<file path="src/rtl/mcu_bus_tx_pkg.sv">
// Shared definitions for the MCU bus transmitter and its receiver:
// FSM states, FIFO entry layout, command opcodes and bus widths.
package mcu_bus_tx_pkg;

    localparam int BYTE_CNT_W = 16;
    localparam int ENTRY_W    = 9;

    // Command opcodes understood by the receiver.
    localparam logic [7:0] CMD_SET_ADDRESS = 8'h01;

    typedef enum logic [1:0] {
        ST_IDLE,
        ST_SETUP,
        ST_HIGH,
        ST_LOW
    } tx_state_e;

    typedef struct packed {
        logic       is_cmd;
        logic [7:0] data;
    } tx_entry_t;

endpackage

</file>
<file path="src/rtl/mcu_bus_tx_if.sv">
// Byte-offer handshake plus parallel bus signals of mcu_bus_tx.
// master: byte producer side; slave: the transmitter itself.
interface mcu_bus_tx_if;
    import mcu_bus_tx_pkg::*;

    logic                  tx_valid;
    logic                  tx_ready;
    logic [7:0]            tx_data;
    logic                  tx_is_command;
    logic                  busclk;
    logic [7:0]            bus_out;
    logic                  bus_oe;
    logic                  command_data;
    logic                  busy;
    logic [BYTE_CNT_W-1:0] byte_count;

    modport master (
        output tx_valid, tx_data, tx_is_command,
        input  tx_ready, busclk, bus_out, bus_oe,
        input  command_data, busy, byte_count
    );

    modport slave (
        input  tx_valid, tx_data, tx_is_command,
        output tx_ready, busclk, bus_out, bus_oe,
        output command_data, busy, byte_count
    );

endinterface

</file>
<file path="src/rtl/mcu_bus_tx_sync_fifo.sv">
// sync_fifo: single-clock FIFO, power-of-two DEPTH, sync active-high reset.
// Ports: clk_i, rst_i, push_i/wdata_i, pop_i/rdata_o (head), full, empty.
module sync_fifo #(
    parameter int WIDTH = 9,
    parameter int DEPTH = 4
) (
    input  logic             clk_i,
    input  logic             rst_i,
    input  logic             push_i,
    input  logic [WIDTH-1:0] wdata_i,
    input  logic             pop_i,
    output logic [WIDTH-1:0] rdata_o,
    output logic             full,
    output logic             empty
);
    localparam int AW = $clog2(DEPTH);

    logic [WIDTH-1:0] mem_q [DEPTH];
    logic [AW-1:0]    wptr_q, wptr_d;
    logic [AW-1:0]    rptr_q, rptr_d;
    logic [AW:0]      cnt_q, cnt_d;
    logic             do_push, do_pop;

    assign full    = (cnt_q == (AW+1)'(DEPTH));
    assign empty   = (cnt_q == '0);
    assign do_push = push_i && !full;
    assign do_pop  = pop_i && !empty;
    assign rdata_o = mem_q[rptr_q];

    // Pointers wrap naturally because DEPTH is a power of two.
    always_comb begin
        wptr_d = wptr_q;
        rptr_d = rptr_q;
        cnt_d  = cnt_q;
        if (do_push) wptr_d = wptr_q + 1'b1;
        if (do_pop)  rptr_d = rptr_q + 1'b1;
        case ({do_push, do_pop})
            2'b10:   cnt_d = cnt_q + 1'b1;
            2'b01:   cnt_d = cnt_q - 1'b1;
            default: cnt_d = cnt_q;
        endcase
    end

    always_ff @(posedge clk_i) begin
        if (rst_i) begin
            wptr_q <= '0;
            rptr_q <= '0;
            cnt_q  <= '0;
        end else begin
            wptr_q <= wptr_d;
            rptr_q <= rptr_d;
            cnt_q  <= cnt_d;
        end
    end

    always_ff @(posedge clk_i) begin
        if (do_push) mem_q[wptr_q] <= wdata_i;
    end

endmodule

</file>
<file path="src/rtl/mcu_bus_tx.sv">
// MCU parallel-bus transmitter: FIFO-buffered bytes strobed out as
// SETUP/HIGH/LOW phases of CLK_DIV cycles. Ports: sysclk, reset, io.
module mcu_bus_tx
    import mcu_bus_tx_pkg::*;
#(
    parameter int CLK_DIV    = 4,
    parameter int FIFO_DEPTH = 4
) (
    input  logic          sysclk,
    input  logic          reset,
    mcu_bus_tx_if.slave   io
);
    tx_state_e             state_q, state_d;
    logic [7:0]            phase_q, phase_d;
    logic                  busclk_q, busclk_d;
    logic                  oe_q, oe_d;
    logic [7:0]            out_q, out_d;
    logic                  cd_q, cd_d;
    logic [BYTE_CNT_W-1:0] cnt_q, cnt_d;

    tx_entry_t wentry, head;
    logic      full, empty, push, pop, done;

    assign wentry = '{is_cmd: io.tx_is_command, data: io.tx_data};
    assign push   = io.tx_valid && !full;
    assign done   = (phase_q == 8'(CLK_DIV - 1));

    sync_fifo #(
        .WIDTH (ENTRY_W),
        .DEPTH (FIFO_DEPTH)
    ) u_fifo (
        .clk_i   (sysclk),
        .rst_i   (reset),
        .push_i  (push),
        .wdata_i (wentry),
        .pop_i   (pop),
        .rdata_o (head),
        .full    (full),
        .empty   (empty)
    );

    // Outputs are computed from the next state so they are registered
    // alongside it; bus data only changes on entry to SETUP.
    always_comb begin
        state_d  = state_q;
        phase_d  = phase_q + 8'd1;
        busclk_d = busclk_q;
        oe_d     = oe_q;
        out_d    = out_q;
        cd_d     = cd_q;
        cnt_d    = cnt_q;
        pop      = 1'b0;
        unique case (state_q)
            ST_IDLE: begin
                phase_d = '0;
                if (!empty) begin
                    pop     = 1'b1;
                    state_d = ST_SETUP;
                    oe_d    = 1'b1;
                    out_d   = head.data;
                    cd_d    = head.is_cmd;
                end
            end
            ST_SETUP: begin
                if (done) begin
                    state_d  = ST_HIGH;
                    phase_d  = '0;
                    busclk_d = 1'b1;
                    cnt_d    = cnt_q + 1'b1;
                end
            end
            ST_HIGH: begin
                if (done) begin
                    state_d  = ST_LOW;
                    phase_d  = '0;
                    busclk_d = 1'b0;
                end
            end
            ST_LOW: begin
                if (done) begin
                    phase_d = '0;
                    if (!empty) begin
                        pop     = 1'b1;
                        state_d = ST_SETUP;
                        out_d   = head.data;
                        cd_d    = head.is_cmd;
                    end else begin
                        state_d = ST_IDLE;
                        oe_d    = 1'b0;
                        out_d   = '0;
                        cd_d    = 1'b0;
                    end
                end
            end
            default: begin
                state_d = ST_IDLE;
                phase_d = '0;
            end
        endcase
    end

    always_ff @(posedge sysclk) begin
        if (reset) begin
            state_q  <= ST_IDLE;
            phase_q  <= '0;
            busclk_q <= 1'b0;
            oe_q     <= 1'b0;
            out_q    <= '0;
            cd_q     <= 1'b0;
            cnt_q    <= '0;
        end else begin
            state_q  <= state_d;
            phase_q  <= phase_d;
            busclk_q <= busclk_d;
            oe_q     <= oe_d;
            out_q    <= out_d;
            cd_q     <= cd_d;
            cnt_q    <= cnt_d;
        end
    end

    assign io.tx_ready     = !full;
    assign io.busy         = !empty || (state_q != ST_IDLE);
    assign io.busclk       = busclk_q;
    assign io.bus_oe       = oe_q;
    assign io.bus_out      = out_q;
    assign io.command_data = cd_q;
    assign io.byte_count   = cnt_q;

endmodule

</file>
<file path="src/flat_wrapper.sv">
// flat-port wrapper written by rule: the top's interface ports become plain ports
module mcu_bus_tx_flat import mcu_bus_tx_pkg::*;
#(
    parameter int CLK_DIV    = 4,
    parameter int FIFO_DEPTH = 4
)
  (sysclk, reset, io_tx_valid, io_tx_data, io_tx_is_command, io_tx_ready, io_busclk, io_bus_out, io_bus_oe, io_command_data, io_busy, io_byte_count);
  mcu_bus_tx_if io_i ();
  input  logic sysclk;
  input  logic reset;
  input wire logic [$bits(io_i.tx_valid)-1:0] io_tx_valid;
  input wire logic [$bits(io_i.tx_data)-1:0] io_tx_data;
  input wire logic [$bits(io_i.tx_is_command)-1:0] io_tx_is_command;
  output wire logic [$bits(io_i.tx_ready)-1:0] io_tx_ready;
  output wire logic [$bits(io_i.busclk)-1:0] io_busclk;
  output wire logic [$bits(io_i.bus_out)-1:0] io_bus_out;
  output wire logic [$bits(io_i.bus_oe)-1:0] io_bus_oe;
  output wire logic [$bits(io_i.command_data)-1:0] io_command_data;
  output wire logic [$bits(io_i.busy)-1:0] io_busy;
  output wire logic [$bits(io_i.byte_count)-1:0] io_byte_count;
  assign io_i.tx_valid = io_tx_valid;
  assign io_i.tx_data = io_tx_data;
  assign io_i.tx_is_command = io_tx_is_command;
  assign io_tx_ready = io_i.tx_ready;
  assign io_busclk = io_i.busclk;
  assign io_bus_out = io_i.bus_out;
  assign io_bus_oe = io_i.bus_oe;
  assign io_command_data = io_i.command_data;
  assign io_busy = io_i.busy;
  assign io_byte_count = io_i.byte_count;
  mcu_bus_tx #(.CLK_DIV(CLK_DIV), .FIFO_DEPTH(FIFO_DEPTH)) u_core (.sysclk(sysclk), .reset(reset), .io(io_i));
endmodule
</file>
<file path="config.mk">
export PLATFORM = sky130hd
export DESIGN_NAME = mcu_bus_tx_flat
export DESIGN_NICKNAME = d
export VERILOG_FILES = /design/src/rtl/mcu_bus_tx_pkg.sv /design/src/rtl/mcu_bus_tx_if.sv /design/src/rtl/mcu_bus_tx_sync_fifo.sv /design/src/rtl/mcu_bus_tx.sv /design/src/flat_wrapper.sv
export SDC_FILE = /design/constraint.sdc
export NUM_CORES = 1
export LEC_CHECK = 0
export ABC_AREA = 1
export BUFFER_PORTS_ARGS = -buffer_cell sky130_fd_sc_hd__buf_2
export CAP_MARGIN = 5
export CORE_MARGIN = 2
export CORE_UTILIZATION = 25
export CTS_CLUSTER_DIAMETER = 30
export DETAILED_ROUTE_END_ITERATION = 10
export HOLD_SLACK_MARGIN = 0.1
export PLACE_DENSITY_LB_ADDON = 0.08
export SLEW_MARGIN = 20
export SYNTH_ARGS = -nofsm -noshare
export SYNTH_HDL_FRONTEND = slang
export SYNTH_HIERARCHICAL = 1
export SYNTH_SLANG_ARGS = --single-unit
export TNS_END_PERCENT = 10
</file>
<file path="constraint.sdc">
create_clock -name sysclk -period 4.3 [get_ports sysclk]
set_clock_uncertainty 0.2 [all_clocks]
set_input_delay 0.645 -clock sysclk [delete_from_list [all_inputs] [get_ports sysclk]]
set_output_delay 0.645 -clock sysclk [all_outputs]
set_load 0.02 [all_outputs]
</file>
# Yosys cells after proc, flatten, opt, wreduce, memory -nomap -nowiden
# Memory sizes are Yosys's and may differ from the RTL's. A register that Yosys moved wholly into a read port is not among the register bits.
# Index checks and enable logic that the tools add are counted.
# word_totals
in_bits	12
regBits	44
ramBits	36
wordCells	78
output_inout_bits	29
mem_count	1
# classes
reduce_logical	18
addsub	6
muxes	31
n_eq_ne	12
# memory_table
name	depth	width	read_ports	rd_clocked_by_memory_dff	write_ports	line_no	source
u_core.u_fifo.mem_q	4	9	1	1	1	mcu_bus_tx_sync_fifo.sv:18	logic [WIDTH-1:0] mem_q [DEPTH];
# op_table
operator	count
$mux 8	4
$pmux 8 s2	2
$add 16x1->16 const B	1
$mux 1	13
$mux 2	6
$add 8x1->8 const B	1
$eq 8x2->1 const B	1
$ne 2x1->1 const B	4
$pmux 1 s2	4
$pmux 2 s4	1
$reduce_and 4->1	2
$reduce_bool 2->1	4
$eq 2x2->1 const B	3
$pmux 3 s2	1
$reduce_and 3->1	2
$add 2x1->2 const B	2
$eq 2x1->1 const B	2
$add 3x1->3 const B	1
$eq 3x3->1 const B	1
$logic_and 1x1->1	3
$logic_not 3->1	1
$reduce_or 3->1	1
$sub 3x1->3 const B	1
$logic_not 1->1	2
4 further kinds	4

# Depth between registers and ports, before layout
# Gate-level depths: netlist (run 1).
# logic_depth
word_depth	7
ltp_mapped	18
depth_no_buf	17

# Cells and area by module
# The synthesis (run 1) kept the hierarchy.
# modules_own_cells
mod	instances	area_per_inst_um2	cells_each
mcu_bus_tx	1	2113.3	311
sync_fifo	1	1855.5	156

# Least setup slack after synthesis (run 1)
# Ideal clock, no wire load.
# synth_path
path_type	reg2reg
startpoint	reg u_core.state_q[0]
endpoint	reg u_core.u_fifo.cnt_q[2]
setup_ns	0.113
stages_incl_launch_ff	18
arrival_time_ns	2.292
path_buffers	1
t_required_ns	3.987
slack_ns	1.695
synth_period_minus_slack_ns	2.605
cell_sequence	dfxtp_1 ha_1 nor2_1 inv_2 buf_4 nand3_1 a21oi_1 nand2_2 inv_2 ha_1 inv_1 fa_1 inv_1 nand2_1 nand3_1 nand2_1 nand2_1 nor2_1
# synth_between
elab_chain_len	5
word_cells_on_any_way	8
cone_classes	eq/ne: 3; mux: 2; reduce/logical: 3
# synth_rtl
element	line_no	source
from (decl)	mcu_bus_tx.sv:13	tx_state_e state_q, state_d;
from (signal assigned)	mcu_bus_tx.sv:112	state_q <= state_d;
$eq 2x2->1 or $logic_not 2->1 (tied branches)	mcu_bus_tx.sv:53	unique case (state_q)
$pmux 1 s2 (*)	mcu_bus_tx.sv:53	
named net u_core.pop	mcu_bus_tx.sv:22	logic full, empty, push, pop, done;
$logic_and 1x1->1 (*)	mcu_bus_tx_sync_fifo.sv:27	assign do_pop = pop_i && !empty;
named net u_core.u_fifo.do_pop	mcu_bus_tx_sync_fifo.sv:22	logic do_push, do_pop;
$eq 2x1->1 or $eq 2x2->1 (tied branches)	mcu_bus_tx_sync_fifo.sv:37	case ({do_push, do_pop})
$pmux 3 s2 or $reduce_bool 2->1 (tied branches)	-	
to (signal assigned)	mcu_bus_tx_sync_fifo.sv:52	cnt_q <= cnt_d;
to (decl)	mcu_bus_tx_sync_fifo.sv:21	logic [AW:0] cnt_q, cnt_d;
# The timed path passes the listed nets; every way through them passes the cells marked *.
# A chain may end at the register's enable or synchronous reset.

# Worst setup path in the final report (run 1)
# Ends and elaborated chain as after synthesis.

==> results_dict.tcl, run 1 <==
set metrics [dict create \
    status "complete, no violations" \
    ctsResizeCount 0 \
    gp_congestion 0.7361 \
    hold_ws_ns 0.2601 \
    drt-initial-drc-count 138 \
    syn2layout_area_growth_pct 16.52 \
    max_freq_mhz 345.4 \
    initial_utilization_pct 25.26 \
    die_area_mm2 0.01690 \
    grt_first_pass_wirelength_um 15150 \
    clk_pin_slew_ns 0.07 \
    fin_crit_ns 2.895 \
    n_antenna_cell 0 \
    finalSetupViolCount 0 \
    ant_nets 0 \
    io_buffers 40 \
    die_h_um 130.0 \
    core-area_mm2 0.01571 \
    avgSynthCellArea_um2 8.499 \
    clkSinkCount 82 \
    routed_via_density 4.296 \
    finalCritPeriodShare_pct 67.33 \
    power_density_mw_per_mm2 533.7 \
    worst-path-max-fanout 19 \
    grtUsageMet3_pct 3.321 \
    drc 0 \
    p_leak_uw 0.001900 \
    synth-seq-area-share_pct 50.44 \
    worstMarginPinSlew_ns 0.9996 \
    hpwl_um 6362 \
    clock_latency_ns 0.35 \
    overflow 0 \
    synth_most_common_cell "nand2_1" \
    first_pass_iters 4 \
    cts_buffers 9 \
    cp_slowest_cell "dfxtp_1" \
    ir_worst_vdd_mv 0.2871 \
    drive_gt1_share_pct 17.22 \
    pin_count 41 \
    nNetsFinal 530 \
    wire_per_inst_um 12.60 \
    cp_data_arrival_time_ns 2.94 \
    min_path_type "flip-flop to flip-flop" \
    met1_usage_pct 14.49 \
    antenna_found_initial 0 \
    grt_pass1_vias 2999 \
    tns_ns 0 \
    syn_nets 491 \
    fillers 1709 \
    path_class "flip-flop to flip-flop" \
    min_to "u_core/phase_q[0]" \
    wl_um 9163 \
    met2_usage_pct 19.68 \
    cpMostUsedCell "nand2_1" \
    r2r_slack_ns 1.40 \
    cts_tree "yes" \
    synth_area_leaders "edfxtp_1 (27%), dfxtp_1 (23%), nand2_1 (7.9%)" \
    synthTopCellsByCount "nand2_1 (84), nor2_1 (80), inv_1 (55)" \
    crit_path_max_incr_delay_ns 0.41 \
    ys_ff_latch 82 \
    grt_max_degree 25 \
    track_usage_pct 11.77 \
    synth.distinct_cells 36 \
    reg2reg_from "u_core/state_q[0]" \
    cts_max_level 3 \
    placementRows 46 \
    required_ns 4.34 \
    cts_buffer_depth 2 \
    final_max_slew_viol_count 0 \
    post_cts_buffers 0 \
    r2r-end "u_core/u_fifo/cnt_q[2]" \
    chipWidth_um 130.0 \
    path_cells "ha_1 -> nor2_1 -> inv_2 -> nand3_1 -> a21oi_1 -> nand2_2 -> inv_2 -> ha_1 -> inv_1 -> fa_1 -> inv_1 -> nand2_1 -> nand3_1 -> nand2_1 -> nand2_1 -> nor2_1" \
    rr_worst_depth 16 \
    synth_edf_count 36 \
    busiest_layer "met2" \
    synth_top_area_share_pct 27.24 \
    vias 3123 \
    start_kind "flip-flop" \
    rsz0062_at_grt "no" \
    min_from "u_core/phase_q[0]" \
    yosys_warnings 6 \
    postCtsHoldBufs 0 \
    synth_cells 467 \
    netlist_area_mm2 0.003969 \
    ctsRootBufferMaster "clkbuf_16" \
    slew_headroom_pct 33.12 \
    postLayoutCoreUtil_pct 29.43 \
    hold_path_depth 1 \
    ys.flop_type "dfxtp_1" \
    hold_viol_final 0 \
    critPathCaptureType "flip-flop" \
    cap_violations 0 \
    synth_top_area_cell "edfxtp_1" \
    async_reset_ff_share_pct 0 \
]
-- per-layer routing --
metal	wire length [um]	up-vias
li1	-	1627
met5	0	-
met2	4498	40
met3	292	10
met4	125	0
met1	4246	1446
-- worst max-delay path: cells and delay by family (launching register included) --
family | cells | cell delay (ns)
AND/OR/NAND/NOR | 8 | 0.57
buffers and inverters | 4 | 0.46
flip-flops | 1 | 0.41
AO/OA/AOI/OAI | 1 | 0.28
adder cells (fa/ha/maj) | 3 | 0.85
-- where the power goes --
group / leakage (uW) / internal, uW / switching [uW]
clock: 0.000139 / 402 / 346
sequential: 0.000705 / 919 / 75.8
combinational: 0.00106 / 237 / 488
total: 0.00190 / 1560 / 910
-- cell families after synthesis --
| family | Yosys count | share of synthesized area [%] |
|---|---|---|
| XOR/XNOR | 3 | 0.6622 |
| adder cells (fa/ha/maj) | 12 | 3.972 |
| flip-flops | 82 | 50.44 |
| AO/OA/AOI/OAI | 65 | 8.922 |
| buffers and inverters | 73 | 8.386 |
| AND/OR/NAND/NOR | 232 | 27.62 |
-- state kept, by name, indices dropped and copies added (netlist names), 2 cells and up, named ones only --
name	cells
u_core/state_q	2
u_core/u_fifo/cnt_q	3
u_core/phase_q	8
u_core/io.bus_out	8
u_core/u_fifo/rptr_q	2
u_core/u_fifo/wptr_q	2
u_core/io.byte_count	16
u_core/u_fifo/mem_q	36
-- through the flow --
stage | std cells | setup WS (ns) | area [um^2] | power (uW)
floorplan | 467 | 1.695 | 3969 | 1584
global placement | 711 | 1.499 | 4340 | 1750
detailed placement | 711 | 1.409 | 4340 | 1750
CTS | 727 | 1.383 | 4624 | 2529
global route | 727 | 1.139 | 4624 | 2664
finish | 727 | 1.405 | 4624 | 2468
-- layout by cell type, fill, tap and decap left out --
master       n
nand2_1     84
nor2_1      80
inv_1       55
dfxtp_1     46
buf_2       40
edfxtp_1    36
o21ai_0     27
nand3_1     21
a21oi_1     17
nand4_1     17
ha_1        11
clkbuf_16    9
o22ai_1      9
a31oi_1      8
inv_6        5
inv_2        5
nor2_2       5
nand2_4      5
nor2_4       4
nand3_2      4
nand2_2      3
xor2_1       3
nor3_1       3
o21ai_1      2
clkinvlp_4   1
clkinv_2     1
inv_8        1
o21ai_2      1
and2_1       1
nand4_2      1
a21oi_2      1
or2_1        1
nor3_2       1
nor3b_1      1
nand3b_4     1
fa_1         1
-- how the worst max path moves through the flow --
stage	slack (ns)	cells past startpoint	to	start
2_1_floorplan	1.70	17	u_core/u_fifo/cnt_q[2]	u_core/state_q[0]
3_3_place_gp	1.50	16	u_core/u_fifo/cnt_q[2]	u_core/state_q[0]
3_5_place_dp	1.41	15	u_core/u_fifo/cnt_q[2]	u_core/state_q[0]
4_1_cts	1.38	15	u_core/u_fifo/cnt_q[2]	u_core/state_q[0]
5_1_grt	1.14	15	u_core/u_fifo/cnt_q[2]	u_core/state_q[0]
6_report	1.40	16	u_core/u_fifo/cnt_q[2]	u_core/state_q[0]
-- layout make-up --
class | instances | area (um^2) | area share [%]
Clock buffer | 9 | 225.2 | 4.870
Clock inverter | 7 | 58.81 | 1.272
Sequential cell | 82 | 2002 | 43.29
Tap cell | 216 | 270.3 | 5.844
Timing Repair Buffer | 40 | 200.2 | 4.329
Multi-Input combinational cell | 312 | 1634 | 35.34
Inverter | 61 | 234.0 | 5.060
Note: power is estimated with default switching activity, not from simulation.
==> inputs of run 2 (changes only) <==
==> constraint.sdc (replaced) <==
create_clock -name sysclk -period 3 [get_ports sysclk]
set_clock_uncertainty 0.2 [all_clocks]
set_input_delay 0.45 -clock sysclk [delete_from_list [all_inputs] [get_ports sysclk]]
set_output_delay 0.45 -clock sysclk [all_outputs]
set_load 0.02 [all_outputs]
==> results_dict.tcl, run 2 (synthesis gave the netlist of run 1 again) <==
set metrics [dict create \
    rr_worst_depth 16 \
    io_buffers 40 \
    cts_buffers 9 \
    critPathCaptureType "flip-flop" \
    status "complete, no violations" \
    start_kind "flip-flop" \
    n_antenna_cell 0 \
    path_class "flip-flop to flip-flop" \
    min_from "io_tx_data[1]" \
    vias 3172 \
    required_ns 3.04 \
    cts_buffer_depth 2 \
    layout_commonest_cell "nand2_1" \
    track_usage_pct 11.89 \
    cap_violations 0 \
    first_pass_iters 4 \
    worst-path-max-fanout 6 \
    finalCritPeriodShare_pct 87.63 \
    fin_crit_ns 2.629 \
    antenna_found_initial 0 \
    power_density_mw_per_mm2 757.2 \
    wire_per_inst_um 12.53 \
    min_to "u_core/u_fifo/mem_q[0][1]" \
    layout_common_cells "nand2_1 (84), nor2_1 (80), inv_1 (55)" \
    r2r_slack_ns 0.37 \
    cp_data_arrival_time_ns 2.67 \
    clock_latency_ns 0.35 \
    grt_first_pass_wirelength_um 15250 \
    grt_max_degree 23 \
    die_h_um 130.0 \
    hold_path_depth 1 \
    pin_count 41 \
    largest_reg_flops 36 \
    gp_congestion 0.7655 \
    cp_slowest_cell "dfxtp_1" \
    crit_buf_inv 4 \
    max_freq_mhz 380.4 \
    routed_via_density 4.310 \
    nNetsFinal 540 \
    setup_ws_ns 0.3711 \
    clk_pin_slew_ns 0.06 \
    path_cells "ha_1 -> nor2_1 -> inv_2 -> nand3_1 -> a21oi_1 -> nand2_2 -> inv_2 -> ha_1 -> inv_1 -> fa_1 -> inv_1 -> nand2_1 -> nand3_1 -> nand2_1 -> nand2_1 -> nor2_1" \
    overflow 0 \
    cts_max_level 3 \
    drc 0 \
    largest_register "u_core/u_fifo/mem_q" \
    ant_nets 0 \
    wl_um 9219 \
    crit_path_max_incr_delay_ns 0.40 \
    final_max_slew_viol_count 0 \
    r2r-end "u_core/u_fifo/cnt_q[2]" \
    path_delay_family "adder cells" \
    clkSinkCount 82 \
    initial_utilization_pct 25.26 \
    post_cts_buffers 0 \
    tns_ns 0 \
    drive_gt1_share_pct 18.08 \
    drt-initial-drc-count 139 \
    pre_cts_slack_ns 0.3661 \
    finalSetupViolCount 0 \
    slew_headroom_pct 48.87 \
    core-area_mm2 0.01571 \
    hold_viol_final 0 \
    hpwl_um 6462 \
    die_area_mm2 0.01690 \
    rsz0062_at_grt "no" \
    ir_worst_vdd_mv 0.3414 \
    cpMostUsedCell "nand2_1" \
    chipWidth_um 130.0 \
    cts_tree "yes" \
    placementRows 46 \
    p_leak_uw 0.001937 \
    worstMarginPinSlew_ns 0.7659 \
    reg2reg_from "u_core/state_q[0]" \
    ctsRootBufferMaster "clkbuf_16" \
    min_path_type "input port to flip-flop" \
    syn2layout_area_growth_pct 18.38 \
    grt_pass1_vias 2989 \
]
[run 2: cell types whose count changed in the layout (fill, tap and decap cells not counted)]
cell / change
clkinv_4: +2
clkinv_2: -1
buf_4: +7
inv_6: -2
clkinvlp_4: +1
inv_8: -1
dlygate4sd3_1: +3
[run 2: final cells by class]
class	count	area, um^2
repair buffers	50	282.8
clock inverters	6	50.05
flip-flops and latches	82	2002
multi-input cells	312	1634
well taps	216	270.3
inverters	61	234.0
fillers	1695	11010
clock buffers	9	225.2
[run 2: worst register-to-register path, cell delays in order, from the launching register on]
cell	delay (ns)
dfxtp_1	0.40
ha_1	0.33
nor2_1	0.10
inv_2	0.06
nand3_1	0.06
a21oi_1	0.28
nand2_2	0.11
inv_2	0.08
ha_1	0.15
inv_1	0.06
fa_1	0.38
inv_1	0.06
nand2_1	0.04
nand3_1	0.08
nand2_1	0.05
nand2_1	0.05
nor2_1	0.04
[run 2: through the flow]
step	std cells	cell area, um^2	power [uW]	util, %	hold WS, ns
detailed placement	718	4393	2552	27.96	0.2542
floorplan	467	3969	2270	-	0.2295
global route	736	4698	3831	29.90	0.1046
finish	736	4698	3558	29.90	0.1182
global placement	718	4393	2551	27.96	0.2444
CTS	736	4698	3633	29.90	0.1033
[run 2: layer usage]
| layer | vias up | wire, um | part of all wire, % | track usage, % |
|---|---|---|---|---|
| met5 | - | 0 | 0 | 0 |
| met4 | 0 | 181 | 2.0 | 5.313 |
| met3 | 11 | 305 | 3.3 | 3.321 |
| met2 | 40 | 4528 | 49 | 20.17 |
| met1 | 1482 | 4203 | 46 | 14.03 |
| li1 | 1639 | - | - | - |
[run 2: how the worst max path moves through the flow]
| stage | slack (ns) | cells past startpoint | to | start |
|---|---|---|---|---|
| 3_3_place_gp | 0.42 | 16 | u_core/u_fifo/cnt_q[2] | u_core/phase_q[0] |
| 5_1_grt | 0.11 | 16 | u_core/u_fifo/cnt_q[2] | u_core/state_q[0] |
| 4_1_cts | 0.36 | 16 | u_core/u_fifo/cnt_q[2] | u_core/phase_q[0] |
| 6_report | 0.37 | 16 | u_core/u_fifo/cnt_q[2] | u_core/state_q[0] |
| 3_5_place_dp | 0.37 | 16 | u_core/u_fifo/cnt_q[2] | u_core/state_q[0] |
| 2_1_floorplan | 0.40 | 17 | u_core/u_fifo/cnt_q[2] | u_core/state_q[0] |
[run 2: timing repair]
action	in CTS	in global routing
hold buffers	3	0
resized for setup	0	0
hold endpoints to repair	12	0
[run 2: power breakdown]
part / total, uW / internal (uW) / switching [uW]
Sequential: 1420 / 1320 / 107
Combinational: 1080 / 376 / 709
Clock: 1050 / 565 / 486
Total: 3560 / 2260 / 1300
